### src/rtl/vjtag_reg_bridge.sv
// Virtual JTAG register bridge: multi-bit IR decoder driving an
// addressable register port with auto-increment and a sticky scan-error bit.
module vjtag_reg_bridge #(
    parameter int          IR_WIDTH   = 3,
    parameter int          DATA_WIDTH = 32,
    parameter int          ADDR_WIDTH = 4,
    parameter logic [31:0] ID_VALUE   = 32'h0000_1A5A
) (
    input  logic                  tck,
    input  logic                  rst,
    input  logic                  tdi,
    output logic                  tdo,
    input  logic [IR_WIDTH-1:0]   ir_in,
    output logic [IR_WIDTH-1:0]   ir_out,
    input  logic                  virtual_state_cdr,
    input  logic                  virtual_state_sdr,
    input  logic                  virtual_state_e1dr,
    input  logic                  virtual_state_pdr,
    input  logic                  virtual_state_e2dr,
    input  logic                  virtual_state_udr,
    input  logic                  virtual_state_cir,
    input  logic                  virtual_state_uir,
    output logic [ADDR_WIDTH-1:0] reg_addr,
    output logic [DATA_WIDTH-1:0] wr_data,
    output logic                  wr_strobe,
    input  logic [DATA_WIDTH-1:0] rd_data,
    output logic                  rd_strobe
);

    typedef enum logic [2:0] {
        OP_BYPASS, OP_IDCODE, OP_ADDR, OP_READ, OP_WRITE
    } op_e;

    localparam int CW = $clog2(DATA_WIDTH + 2);
    localparam logic [CW-1:0] CNT_MAX = CW'(DATA_WIDTH + 1);
    localparam logic [CW-1:0] CNT_DW  = CW'(DATA_WIDTH);
    localparam logic [CW-1:0] CNT_AW  = CW'(ADDR_WIDTH);

    function automatic op_e decode(input logic [IR_WIDTH-1:0] ir);
        case (ir)
            IR_WIDTH'(1): decode = OP_IDCODE;
            IR_WIDTH'(2): decode = OP_ADDR;
            IR_WIDTH'(3): decode = OP_READ;
            IR_WIDTH'(4): decode = OP_WRITE;
            default:      decode = OP_BYPASS;
        endcase
    endfunction

    op_e                   cur_op;
    op_e                   op_q, op_d;
    logic [DATA_WIDTH-1:0] sr_q, sr_d;
    logic                  byp_q, byp_d;
    logic [CW-1:0]         cnt_q, cnt_d;
    logic                  err_q, err_d;
    logic [IR_WIDTH-1:0]   ir_out_q, ir_out_d;
    logic [ADDR_WIDTH-1:0] addr_q, addr_d;
    logic [DATA_WIDTH-1:0] wr_data_q, wr_data_d;
    logic                  wr_stb_q, wr_stb_d;
    logic                  hold_st;

    assign cur_op  = decode(ir_in);
    assign hold_st = virtual_state_e1dr | virtual_state_pdr | virtual_state_e2dr;

    assign tdo       = (op_q == OP_BYPASS) ? byp_q : sr_q[0];
    assign ir_out    = ir_out_q;
    assign reg_addr  = addr_q;
    assign wr_data   = wr_data_q;
    assign wr_strobe = wr_stb_q;
    // Read strobe marks the capture cycle in which rd_data is sampled into sr
    assign rd_strobe = ~rst & virtual_state_cdr & (cur_op == OP_READ);

    // Next-state: DR capture/shift/update, IR capture/update and write-address bump
    always_comb begin
        op_d      = op_q;
        sr_d      = sr_q;
        byp_d     = byp_q;
        cnt_d     = cnt_q;
        err_d     = err_q;
        ir_out_d  = ir_out_q;
        addr_d    = addr_q;
        wr_data_d = wr_data_q;
        wr_stb_d  = 1'b0;

        // Address moves on only after the write pulse has been seen
        if (wr_stb_q) begin
            addr_d = addr_q + ADDR_WIDTH'(1);
        end

        if (virtual_state_cdr) begin
            op_d  = cur_op;
            cnt_d = '0;
            case (cur_op)
                OP_IDCODE: sr_d  = DATA_WIDTH'(ID_VALUE);
                OP_ADDR:   sr_d  = DATA_WIDTH'(addr_q);
                OP_READ:   sr_d  = rd_data;
                OP_WRITE:  sr_d  = '0;
                default:   byp_d = 1'b0;
            endcase
        end else if (virtual_state_sdr) begin
            if (cnt_q != CNT_MAX) begin
                cnt_d = cnt_q + CW'(1);
            end
            case (op_q)
                OP_BYPASS: byp_d = tdi;
                OP_ADDR: begin
                    for (int i = 0; i < ADDR_WIDTH - 1; i++) begin
                        sr_d[i] = sr_q[i+1];
                    end
                    sr_d[ADDR_WIDTH-1] = tdi;
                end
                default: sr_d = {tdi, sr_q[DATA_WIDTH-1:1]};
            endcase
        end else if (virtual_state_udr) begin
            case (op_q)
                OP_ADDR: begin
                    if (cnt_q == CNT_AW) addr_d = sr_q[ADDR_WIDTH-1:0];
                    else                 err_d  = 1'b1;
                end
                OP_READ: begin
                    if (cnt_q == CNT_DW) addr_d = addr_q + ADDR_WIDTH'(1);
                    else                 err_d  = 1'b1;
                end
                OP_WRITE: begin
                    if (cnt_q == CNT_DW) begin
                        wr_data_d = sr_q;
                        wr_stb_d  = 1'b1;
                    end else begin
                        err_d = 1'b1;
                    end
                end
                default: ;
            endcase
        end else if (hold_st) begin
            // Exit/pause states freeze the scan
        end

        if (virtual_state_cir) begin
            ir_out_d = {{(IR_WIDTH-1){1'b0}}, err_q};
        end
        if (virtual_state_uir && cur_op == OP_ADDR) begin
            err_d = 1'b0;
        end
    end

    // State registers with asynchronous reset aborting any scan in flight
    always_ff @(posedge tck or posedge rst) begin
        if (rst) begin
            op_q      <= OP_BYPASS;
            sr_q      <= '0;
            byp_q     <= 1'b0;
            cnt_q     <= '0;
            err_q     <= 1'b0;
            ir_out_q  <= '0;
            addr_q    <= '0;
            wr_data_q <= '0;
            wr_stb_q  <= 1'b0;
        end else begin
            op_q      <= op_d;
            sr_q      <= sr_d;
            byp_q     <= byp_d;
            cnt_q     <= cnt_d;
            err_q     <= err_d;
            ir_out_q  <= ir_out_d;
            addr_q    <= addr_d;
            wr_data_q <= wr_data_d;
            wr_stb_q  <= wr_stb_d;
        end
    end

endmodule

### config.mk
export PLATFORM = sky130hd
export DESIGN_NAME = vjtag_reg_bridge
export DESIGN_NICKNAME = d
export VERILOG_FILES = /design/src/rtl/vjtag_reg_bridge.sv
export SDC_FILE = /design/constraint.sdc
export NUM_CORES = 1
export LEC_CHECK = 0
export CAP_MARGIN = 15
export CORE_AREA = 4 4 94 96
export DETAILED_ROUTE_END_ITERATION = 10
export DIE_AREA = 0 0 98 100
export DONT_BUFFER_PORTS = 1
export GPL_ROUTABILITY_DRIVEN = 0
export PLACE_DENSITY = 0.64
export SLEW_MARGIN = 25
export SYNTH_ARGS = -nofsm -noshare
export SYNTH_HDL_FRONTEND = slang
export SYNTH_SLANG_ARGS = --single-unit
export TNS_END_PERCENT = 5
### constraint.sdc
create_clock -name tck -period 2.3 [get_ports tck]
set_clock_uncertainty 0.1 [all_clocks]
set_input_delay 0.115 -clock tck [delete_from_list [all_inputs] [get_ports tck]]
set_output_delay 0.115 -clock tck [all_outputs]
set_load 0.005 [all_outputs]
* After elaboration in Yosys (flattened, before gate mapping)
Cells that the tools add are included.
** Operators by class
- Bitwise gates (word level) :: 5
- Eq/ne operators :: 22
- Add/subtract/negate cells :: 2
- Reduce and logical (&&, ||, !) cells :: 16
- Muxes and demuxes :: 33
** Operator list (number)
- 32-bit one-hot mux with 4 select lines :: 1
- 32-bit two-way mux :: 2
- 28-bit two-way mux :: 1
- 4-bit two-way mux :: 6
- 3-bit by 2-bit == test with 1-bit output (second input constant) :: 6
- 6-bit two-way mux :: 3
- 1-bit two-way mux :: 16
- 4-bit one-hot mux with 2 select lines :: 2
- 3-bit one-hot mux with 4 select lines :: 1
- 3-bit == test (second input constant) :: 3
- 3-bit AND reduction :: 3
- 2-bit nonzero test :: 4
- 6-bit by 1-bit adder with 6-bit output (second input constant) :: 1
- 3-bit by 1-bit == test with 1-bit output (second input constant) :: 2
- 6-bit by 3-bit == test with 1-bit output (second input constant) :: 1
- 6-bit == test (second input constant) :: 1
- 2-bit by 1-bit != test with 1-bit output (second input constant) :: 3
- 6-bit != test (second input constant) :: 1
- 6-bit AND reduction :: 1
- 5-bit by 1-bit != test with 1-bit output (second input constant) :: 1
- 5-bit AND reduction :: 1
- 4-bit by 1-bit adder with 4-bit output (second input constant) :: 1
- 2-bit != test (second input constant) :: 2
- 2-bit OR reduction :: 2
- other kinds (10) :: 13
** Word-level totals
- Output and inout bits :: 42
- Register bits :: 81

* Logic depth before layout (Yosys ltp)
Gate-level depths: netlist of run 1.
- Depth after elaboration :: 7
- Mapped depth :: 7
- Gate-level depth less buffers :: 7

* Worst setup path after synthesis of run 1
No wires, ideal clock.
- Path kind :: input to output
- From :: input port rst
- To :: output port rd_strobe
- Path buffers :: 0
- Stages :: 2
- Data arrival time :: 2117 ps
- Path slack :: -32 ps
- Required time :: 2085 ps
- Path through :: inv_1 -> and2_1
** On the way
- Cells in the longest elaborated chain, start to end :: 3
** Ends and longest elaborated chain
- start: declaration :: RTL line 10 : input logic rst,
- 1-bit inverter :: RTL line 70 : assign rd_strobe = ~rst & virtual_state_cdr & (cur_op == OP_READ);
- 1-bit bitwise AND (2 in a row) :: RTL line 70
- end: declaration :: RTL line 27 : output logic rd_strobe
No other way between the ends.

* Worst setup path in the final report of run 1
- From :: register op_q[2]
- To :: register sr_q[28]
** On the way
- Cells in the longest elaborated chain, start to end :: 4
** Ends and longest elaborated chain
- start: declaration :: RTL line 50 : op_e op_q, op_d;
- start signal: assignment :: RTL line 158 : op_q <= op_d;
- 3-bit by 2-bit == test with 1-bit output / 3-bit zero test (equally long branches) :: RTL line 103 : case (op_q)
- 2-bit OR reduction (no source line) *
- 2-bit by 1-bit != test with 1-bit output (no source line) *
- 3-bit AND reduction (no source line) *
- end signal: assignment :: RTL line 159 : sr_q <= sr_d;
- end: declaration :: RTL line 51 : logic [DATA_WIDTH-1:0] sr_q, sr_d;
Every way passes the cells marked *; elsewhere a longest branch is shown, timed or not.
A chain may end at the register's enable or synchronous reset.

==> results of run 1 <==
==> worst max-delay path: cells and delay by family, from the launching register on <==
| family | cells | cell delay [ps] |
|---|---|---|
| AOI/OAI and AO/OA | 2 | 350 |
| DFF | 1 | 510 |
| and+or+nand+nor | 2 | 990 |
==> power breakdown <==
part | total, mW | internal, mW | switching, mW | leakage (nW)
clock network | 1.03 | 0.506 | 0.521 | 0.0929
logic | 0.426 | 0.199 | 0.226 | 0.995
registers | 1.70 | 1.57 | 0.128 | 1.03
==> how the worst max path moves through the flow <==
stage                                 end  slack [ps]  cells past startpoint
finish               sr_q[28]$_DFFE_PP0P_         250                      4
global route         sr_q[16]$_DFFE_PP0P_          80                      4
CTS                  sr_q[11]$_DFFE_PP0P_         180                      7
detailed placement   sr_q[28]$_DFFE_PP0P_         270                      4
global placement    reg_addr[2]$_DFF_PP0_         300                      7
floorplan           reg_addr[2]$_DFF_PP0_         410                      7
==> layout make-up <==
cell class	count	area (um2)
clock buffers	10	128
fillers	703	3450
flip-flops and latches	81	2030
clock inverters	6	67.6
well taps	105	131
multi-input cells	243	1770
repair buffers	45	448
inverters	9	37.5
==> registers in the layout, indices dropped and copies added, names as in the netlist <==
name and count:
byp_q 1, cnt_q 6, err_q 1, ir_out 1
op_q 3, reg_addr 4, sr_q 32, wr_data 32
wr_strobe 1
==> synth_stat cells, types with 3 or more instances <==
library cell  instances  area [um2]
mux2_2               10         113
buf_2                 7        35.0
o211ai_1              5        37.5
inv_1                 8        30.0
clkbuf_1             11        41.3
o22ai_1               4        25.0
or3_1                 3        18.8
mux2_4               25         375
nor3_1                4        20.0
nor2b_1               5        31.3
a31oi_1               6        37.5
a21oi_1               8        40.0
nor2_1               61         229
nand2b_1              5        31.3
o21ai_0              10        50.1
buf_6                 3        33.8
nand2_1              19        71.3
nand3_1               7        35.0
a221oi_1             23         201
mux2i_1               6        60.1
xor2_1                7        61.3
ha_1                  4        50.1
dfrtp_1              81        2030
==> per-stage QoR <==
step / instance area (um2) / hold WS [ps] / setup slack (ps) / power (mW) / util, %
final: 4600 / 22.6 / 254 / 3.15 / 57.2
after CTS: 4600 / 0.845 / 176 / 3.19 / 57.1
after detailed placement: 4020 / 68.6 / 270 / 2.10 / 49.9
after floorplan: 3950 / 169 / 409 / 2.00 / -
after global routing: 4600 / 28.3 / 80.7 / 3.33 / 57.2
after global placement: 4020 / 69.1 / 297 / 2.08 / 49.9
==> kinds of logic after synthesis <==
| kind of cell | count (synthesis) | synth area share, % |
|---|---|---|
| DFF | 81 | 51.4 |
| adders and majority gates | 4 | 1.27 |
| other | 1 | 0.0952 |
| muxes | 41 | 13.9 |
| buffers and inverters | 32 | 4.03 |
| xor gates and xnor gates | 8 | 1.78 |
| and+or+nand+nor | 120 | 15.0 |
| AOI/OAI and AO/OA | 68 | 12.5 |
==> timing repair <==
item	CTS	global route
gates resized for setup	0	2
endpoints found under the hold margin	124	0
hold buffers	38	0
buffers inserted	0	0
endpoints found under the setup margin	0	2
==> metal layers <==
metal / track usage [%] / wire [um] / vias to the layer above
met5: 0 / 0 / -
met4: 6.07 / 111 / 0
met3: 4.86 / 689 / 11
met2: 31.1 / 4330 / 104
met1: 24.7 / 3890 / 1383
li1: - / - / 1337
==> summary.txt, run 1 <==
Clocking
  • Clock sink total: 81
  • CTS Buf Count: 9
  • Clk pin slew, worst setup/hold paths: around 80 ps
  • Clock Latency Late Sink: ~340 ps
  • CTS tree: built
  • CTS root buffer: clkbuf_8
  • Buffer depth of the longest clock path: 2
  • H-Tree Depth: 3

STA
  • Worst Tran Pin Value: 981 ps
  • # setup viols final: 0
  • Fin Setup TNS: 0 ps
  • Final Critical Period: between 2000 and 2500 ps
  • Fin. max-slew vios: 0
  • Setup repair after global routing missed its margin: no
  • Rel. slew slack: 34.3%
  • Crit share post-route: about nine tenths
  • Hold Fails Final Rpt: 0
  • Fmax achieved: 489 MHz

Yosys
  • Netlist Area Pre-Place: 3940 um2
  • Number of enable flip-flop cells after synthesis: 0
  • Post-Syn Instances: 355
  • Ys flop type: dfrtp_1
  • Library cells used by synthesis: 50
  • Average size of a mapped cell: around 11 um2
  • Warnings, synthesis: 0
  • Sequential fraction of the synthesis area: roughly half
  • Number of synthesized register bits: 81
  • FFs w/ async S/R, synth: 100%

Flow run
  • Max-cap violation count: 0

Setup path
  • Reg2reg setup slack: 250 ps
  • Crit-path cells: o21ai_0 > nor2b_2 > a221oi_1 > nor2_1
  • CP arrival: 2210 ps
  • Slowest-stage cell, CP: nor2b_2
  • Crit path largest cell delay: 830 ps
  • Setup CP Type: flip-flop to flip-flop
  • Crit. End Element: flip-flop
  • Nature of the critical path startpoint: flip-flop
  • Critical Path Fanout Max: 23
  • Worst r2r src: op_q[2]$_DFFE_PP0P_
  • Register-to-Register Path Depth: 4
  • Reg2Reg Capture Point: sr_q[28]$_DFFE_PP0P_
  • Setup crit start: op_q[2]$_DFFE_PP0P_
  • Data required time at the worst endpoint: 2460 ps

Hold path
  • Hold Startpoint: ir_in[1]
  • HP Class: input pin to flip-flop
  • Min-Delay Endpoint: op_q[2]$_DFFE_PP0P_
  • Hold-critical path depth: 2

Finish
  • Final Non-Filler Cells: ~500
  • Synth-to-layout area growth: 16.9%
  • N_diodes: 0
  • Commonest non-fill, non-tap cell in the layout: dfrtp_1
  • Nets: 439
  • Highest-count cells in the layout ignoring fill and taps: dfrtp_1, nor2_1, dlygate4sd3_1
  • Layout cells sized above 1: 17.0%

Placed design
  • Port buffer count: 0
  • # placed instances: approximately 450
  • Detailed Place HPWL: 5880 um

Power
  • Leakage: 2.12 nW
  • Pwr Density: 685 nW/um2
  • Max IR drop VDD: ~0.37 mV

Global route
  • Via count of the first global-routing pass: approximately 2900
  • GR Util All Layers: 18.9%
  • Initial antenna violation count: 0
  • Largest net degree at the start of global routing: 43
  • First-pass GRT wire length: 14900 um
  • Grt ovf: 0

Drt
  • Routed WL per cell: 18.1 um
  • Vias per cell: 5.68
  • WL final: 9020 um
  • DRC viols: 0
  • Initial DRC count: between 100 and 150
  • First-pass detailed-route iteration total: 4
  • Routed vias: around 2800
  • Remaining antenna violation count: 0

Floorplanning
  • I/O Pins: 88
  • Core Area: 8050 um2
  • Die Wd: 98 um
  • Cell Rows: 33
  • Initial Util: between 40 and 50%
  • Die H: 100 um
  • Full die area: 9800 um2

Run status
  • Status: complete, no violations
(Power assumes the default switching activity.)
==> run 2, diff against run 1 <==
--- a/config.mk
+++ b/config.mk
@@ -6,12 +6,12 @@
 export NUM_CORES = 1
 export LEC_CHECK = 0
 export CAP_MARGIN = 15
-export CORE_AREA = 4 4 94 96
+export CORE_AREA = 4 4 95 97
 export DETAILED_ROUTE_END_ITERATION = 10
-export DIE_AREA = 0 0 98 100
+export DIE_AREA = 0 0 99 101
 export DONT_BUFFER_PORTS = 1
 export GPL_ROUTABILITY_DRIVEN = 0
-export PLACE_DENSITY = 0.64
+export PLACE_DENSITY = 0.62
 export SLEW_MARGIN = 25
 export SYNTH_ARGS = -nofsm -noshare
 export SYNTH_HDL_FRONTEND = slang
==> summary.txt, run 2 (synthesis gave the netlist of run 1 again) <==
Global route
  • First-pass GRT wire length: 15300 um (+3.0%)
  • Largest net degree at the start of global routing: 34 (-21%)
  • Via count of the first global-routing pass: 2990 (+3.2%)
  • Grt ovf: 0 (unchanged)
  • GR Util All Layers: 19.4% (+0.42 points)
  • Initial antenna violation count: 0 (unchanged)

Drt
  • Initial DRC count: 114 (-12%)
  • Routed vias: 2817 (-0.63%)
  • Remaining antenna violation count: 0 (unchanged)
  • First-pass detailed-route iteration total: 4 (unchanged)
  • Vias per cell: 5.60 (-1.4%)
  • DRC viols: 0 (unchanged)
  • WL final: 9210 um (+2.1%)
  • Routed WL per cell: 18.3 um (+1.3%)

STA
  • Final Critical Period: 2110 ps (+64.0 ps)
  • Hold Fails Final Rpt: 0 (unchanged)
  • Worst Tran Pin Value: 807 ps (-174 ps)
  • PnR worst setup slack: 190 ps (-64.0 ps)
  • Crit share post-route: 91.8% (+2.8 points)
  • Rel. slew slack: 46.0% (+12 points)
  • Setup repair after global routing missed its margin: no
  • Fin. max-slew vios: 0 (unchanged)
  • Fin Setup TNS: 0 ps (unchanged)
  • # setup viols final: 0 (unchanged)
  • Fmax achieved: 474 MHz (-3.0%)

Clocking
  • Buffer depth of the longest clock path: 2 (unchanged)
  • H-Tree Depth: 3 (unchanged)
  • Cts hold-fix bufs: 38 (unchanged)
  • Postcts setup bufs: 0 (unchanged)
  • Clk pin slew, worst setup/hold paths: 90 ps (about the same)
  • CTS root buffer: clkbuf_8
  • CTS tree: built
  • Post-CTS sizing: 0 (unchanged)
  • CTS Buf Count: 9 (unchanged)
  • Clock Latency Late Sink: 350 ps (about the same)
  • Clock sink total: 81 (unchanged)

Finish
  • Final Cell Area: 4630 um2 (+0.60%)
  • Register Area: 2030 um2 (unchanged)
  • Layout cells sized above 1: 17.8% (+0.83 points)
  • Utilization after layout: 56.9% (-0.24 points)
  • Final Non-Filler Cells: 503 (+0.80%)
  • Nets: 443 (+0.91%)
  • Commonest non-fill, non-tap cell in the layout: dfrtp_1
  • Area of the multi-input gates: 1760 um2 (-0.28%)
  • # fillers: 679 (-3.4%)
  • Synth-to-layout area growth: 17.6%
  • Highest-count cells in the layout ignoring fill and taps: dfrtp_1, nor2_1, dlygate4sd3_1
  • N_diodes: 0 (unchanged)

Setup path
  • Nature of the critical path startpoint: input pin
  • Register-to-Register Path Depth: 6 (+2)
  • Critical Path Fanout Max: 33 (+43%)
  • CP arrival: 2270 ps (+60 ps)
  • Data required time at the worst endpoint: 2460 ps (about the same)
  • Setup CP Type: input pin to flip-flop
  • Crit. End Element: flip-flop
  • Reg2Reg Capture Point: byp_q$_DFFE_PP0P_
  • Worst r2r src: op_q[0]$_DFFE_PP0P_
  • Reg2reg setup slack: 210 ps (-40 ps)

Floorplanning
  • Full die area: 10000 um2 (+2.0%)
  • Cell Rows: 33 (unchanged)
  • Initial Util: 48.4% (-0.50 points)
  • I/O Pins: 88 (unchanged)
  • Die H: 101 um (+1.0%)
  • Core Area: 8130 um2 (+1.0%)
  • Die Wd: 99 um (+1.0%)

Placed design
  • Detailed Place HPWL: 6180 um (+5.1%)
  • Port buffer count: 0 (unchanged)
  • # placed instances: 449 (+0.90%)
  • Dpl ws: 244 ps (-26.4 ps)
  • Placed inst area: 4040 um2 (+0.44%)

Hold path
  • Hold Startpoint: rd_data[2]
  • Min-Delay Endpoint: sr_q[2]$_DFFE_PP0P_
  • Hold-critical path depth: 3 (+1)
  • HP Class: input pin to flip-flop

Power
  • Pwr Density: 700 nW/um2 (+2.2%)
  • Leakage: 2.13 nW (+0.50%)
  • Max IR drop VDD: 0.393 mV (+5.8%)

Run status
  • Status: complete, no violations

Flow run
  • Max-cap violation count: 0 (unchanged)
-- run 2: cell count changes in the layout (fill, tap and decap cells not counted) --
cell,before,now
inv_8,0,1
buf_4,6,11
clkbuf_8,9,10
buf_12,1,0
clkinv_2,1,0
nor3_1,3,4
clkinv_4,1,2
dlygate4sd3_1,37,38
dlymetal6s4s_1,1,0
clkbuf_1,1,0
clkinvlp_4,3,2
nor3_2,2,1
-- run 2: worst max-delay path by stage --
| stage | start | end | slack (ps) |
|---|---|---|---|
| 2_1_floorplan | cnt_q[0]$_DFFE_PP0P_ | reg_addr[2]$_DFF_PP0_ | 410 |
| 3_5_place_dp | cnt_q[0]$_DFFE_PP0P_ | reg_addr[2]$_DFF_PP0_ | 240 |
| 3_3_place_gp | cnt_q[0]$_DFFE_PP0P_ | reg_addr[2]$_DFF_PP0_ | 280 |
| 5_1_grt | virtual_state_cdr | sr_q[12]$_DFFE_PP0P_ | 30 |
| 6_report | virtual_state_cdr | sr_q[12]$_DFFE_PP0P_ | 190 |
| 4_1_cts | virtual_state_cdr | sr_q[12]$_DFFE_PP0P_ | 210 |
-- run 2: where the power goes --
group | internal, mW | switching (mW) | leakage (nW) | total, mW
combinational | 0.205 | 0.231 | 0.993 | 0.436
sequential | 1.57 | 0.128 | 1.03 | 1.70
clock | 0.547 | 0.560 | 0.105 | 1.11
total | 2.32 | 0.919 | 2.13 | 3.24
-- run 2: per-stage QoR --
| step | power (mW) | hold WS [ps] |
|---|---|---|
| after floorplan | 2.00 | 169 |
| after global placement | 2.09 | -133 |
| after detailed placement | 2.10 | -128 |
| after CTS | 3.28 | 12.0 |
| after global routing | 3.41 | 48.1 |
| final | 3.24 | 35.7 |
-- run 2: routing by layer --
layer	wire, um	up-vias	GRT usage (%)
met2	4560	72	32.1
met4	59	0	6.09
met1	4020	1398	24.5
met3	573	4	5.74
li1	-	1343	-
met5	0	-	0
-- run 2: area by class of cell --
| type | instances | share of cell area (%) |
|---|---|---|
| Clock inverter | 6 | 1.62 |
| Multi-Input combinational cell | 243 | 38.0 |
| Clock buffer | 10 | 2.97 |
| Inverter | 9 | 0.810 |
| Tap cell | 105 | 2.84 |
| Sequential cell | 81 | 43.8 |
| Timing Repair Buffer | 49 | 9.99 |
-- run 2: critical path, cell delays in order --
cell and delay [ps]:
dlygate4sd3_1 1060, inv_2 80, nor3_2 290, nand2b_1 140, buf_4 320, nor2_1 80, a31oi_1 160
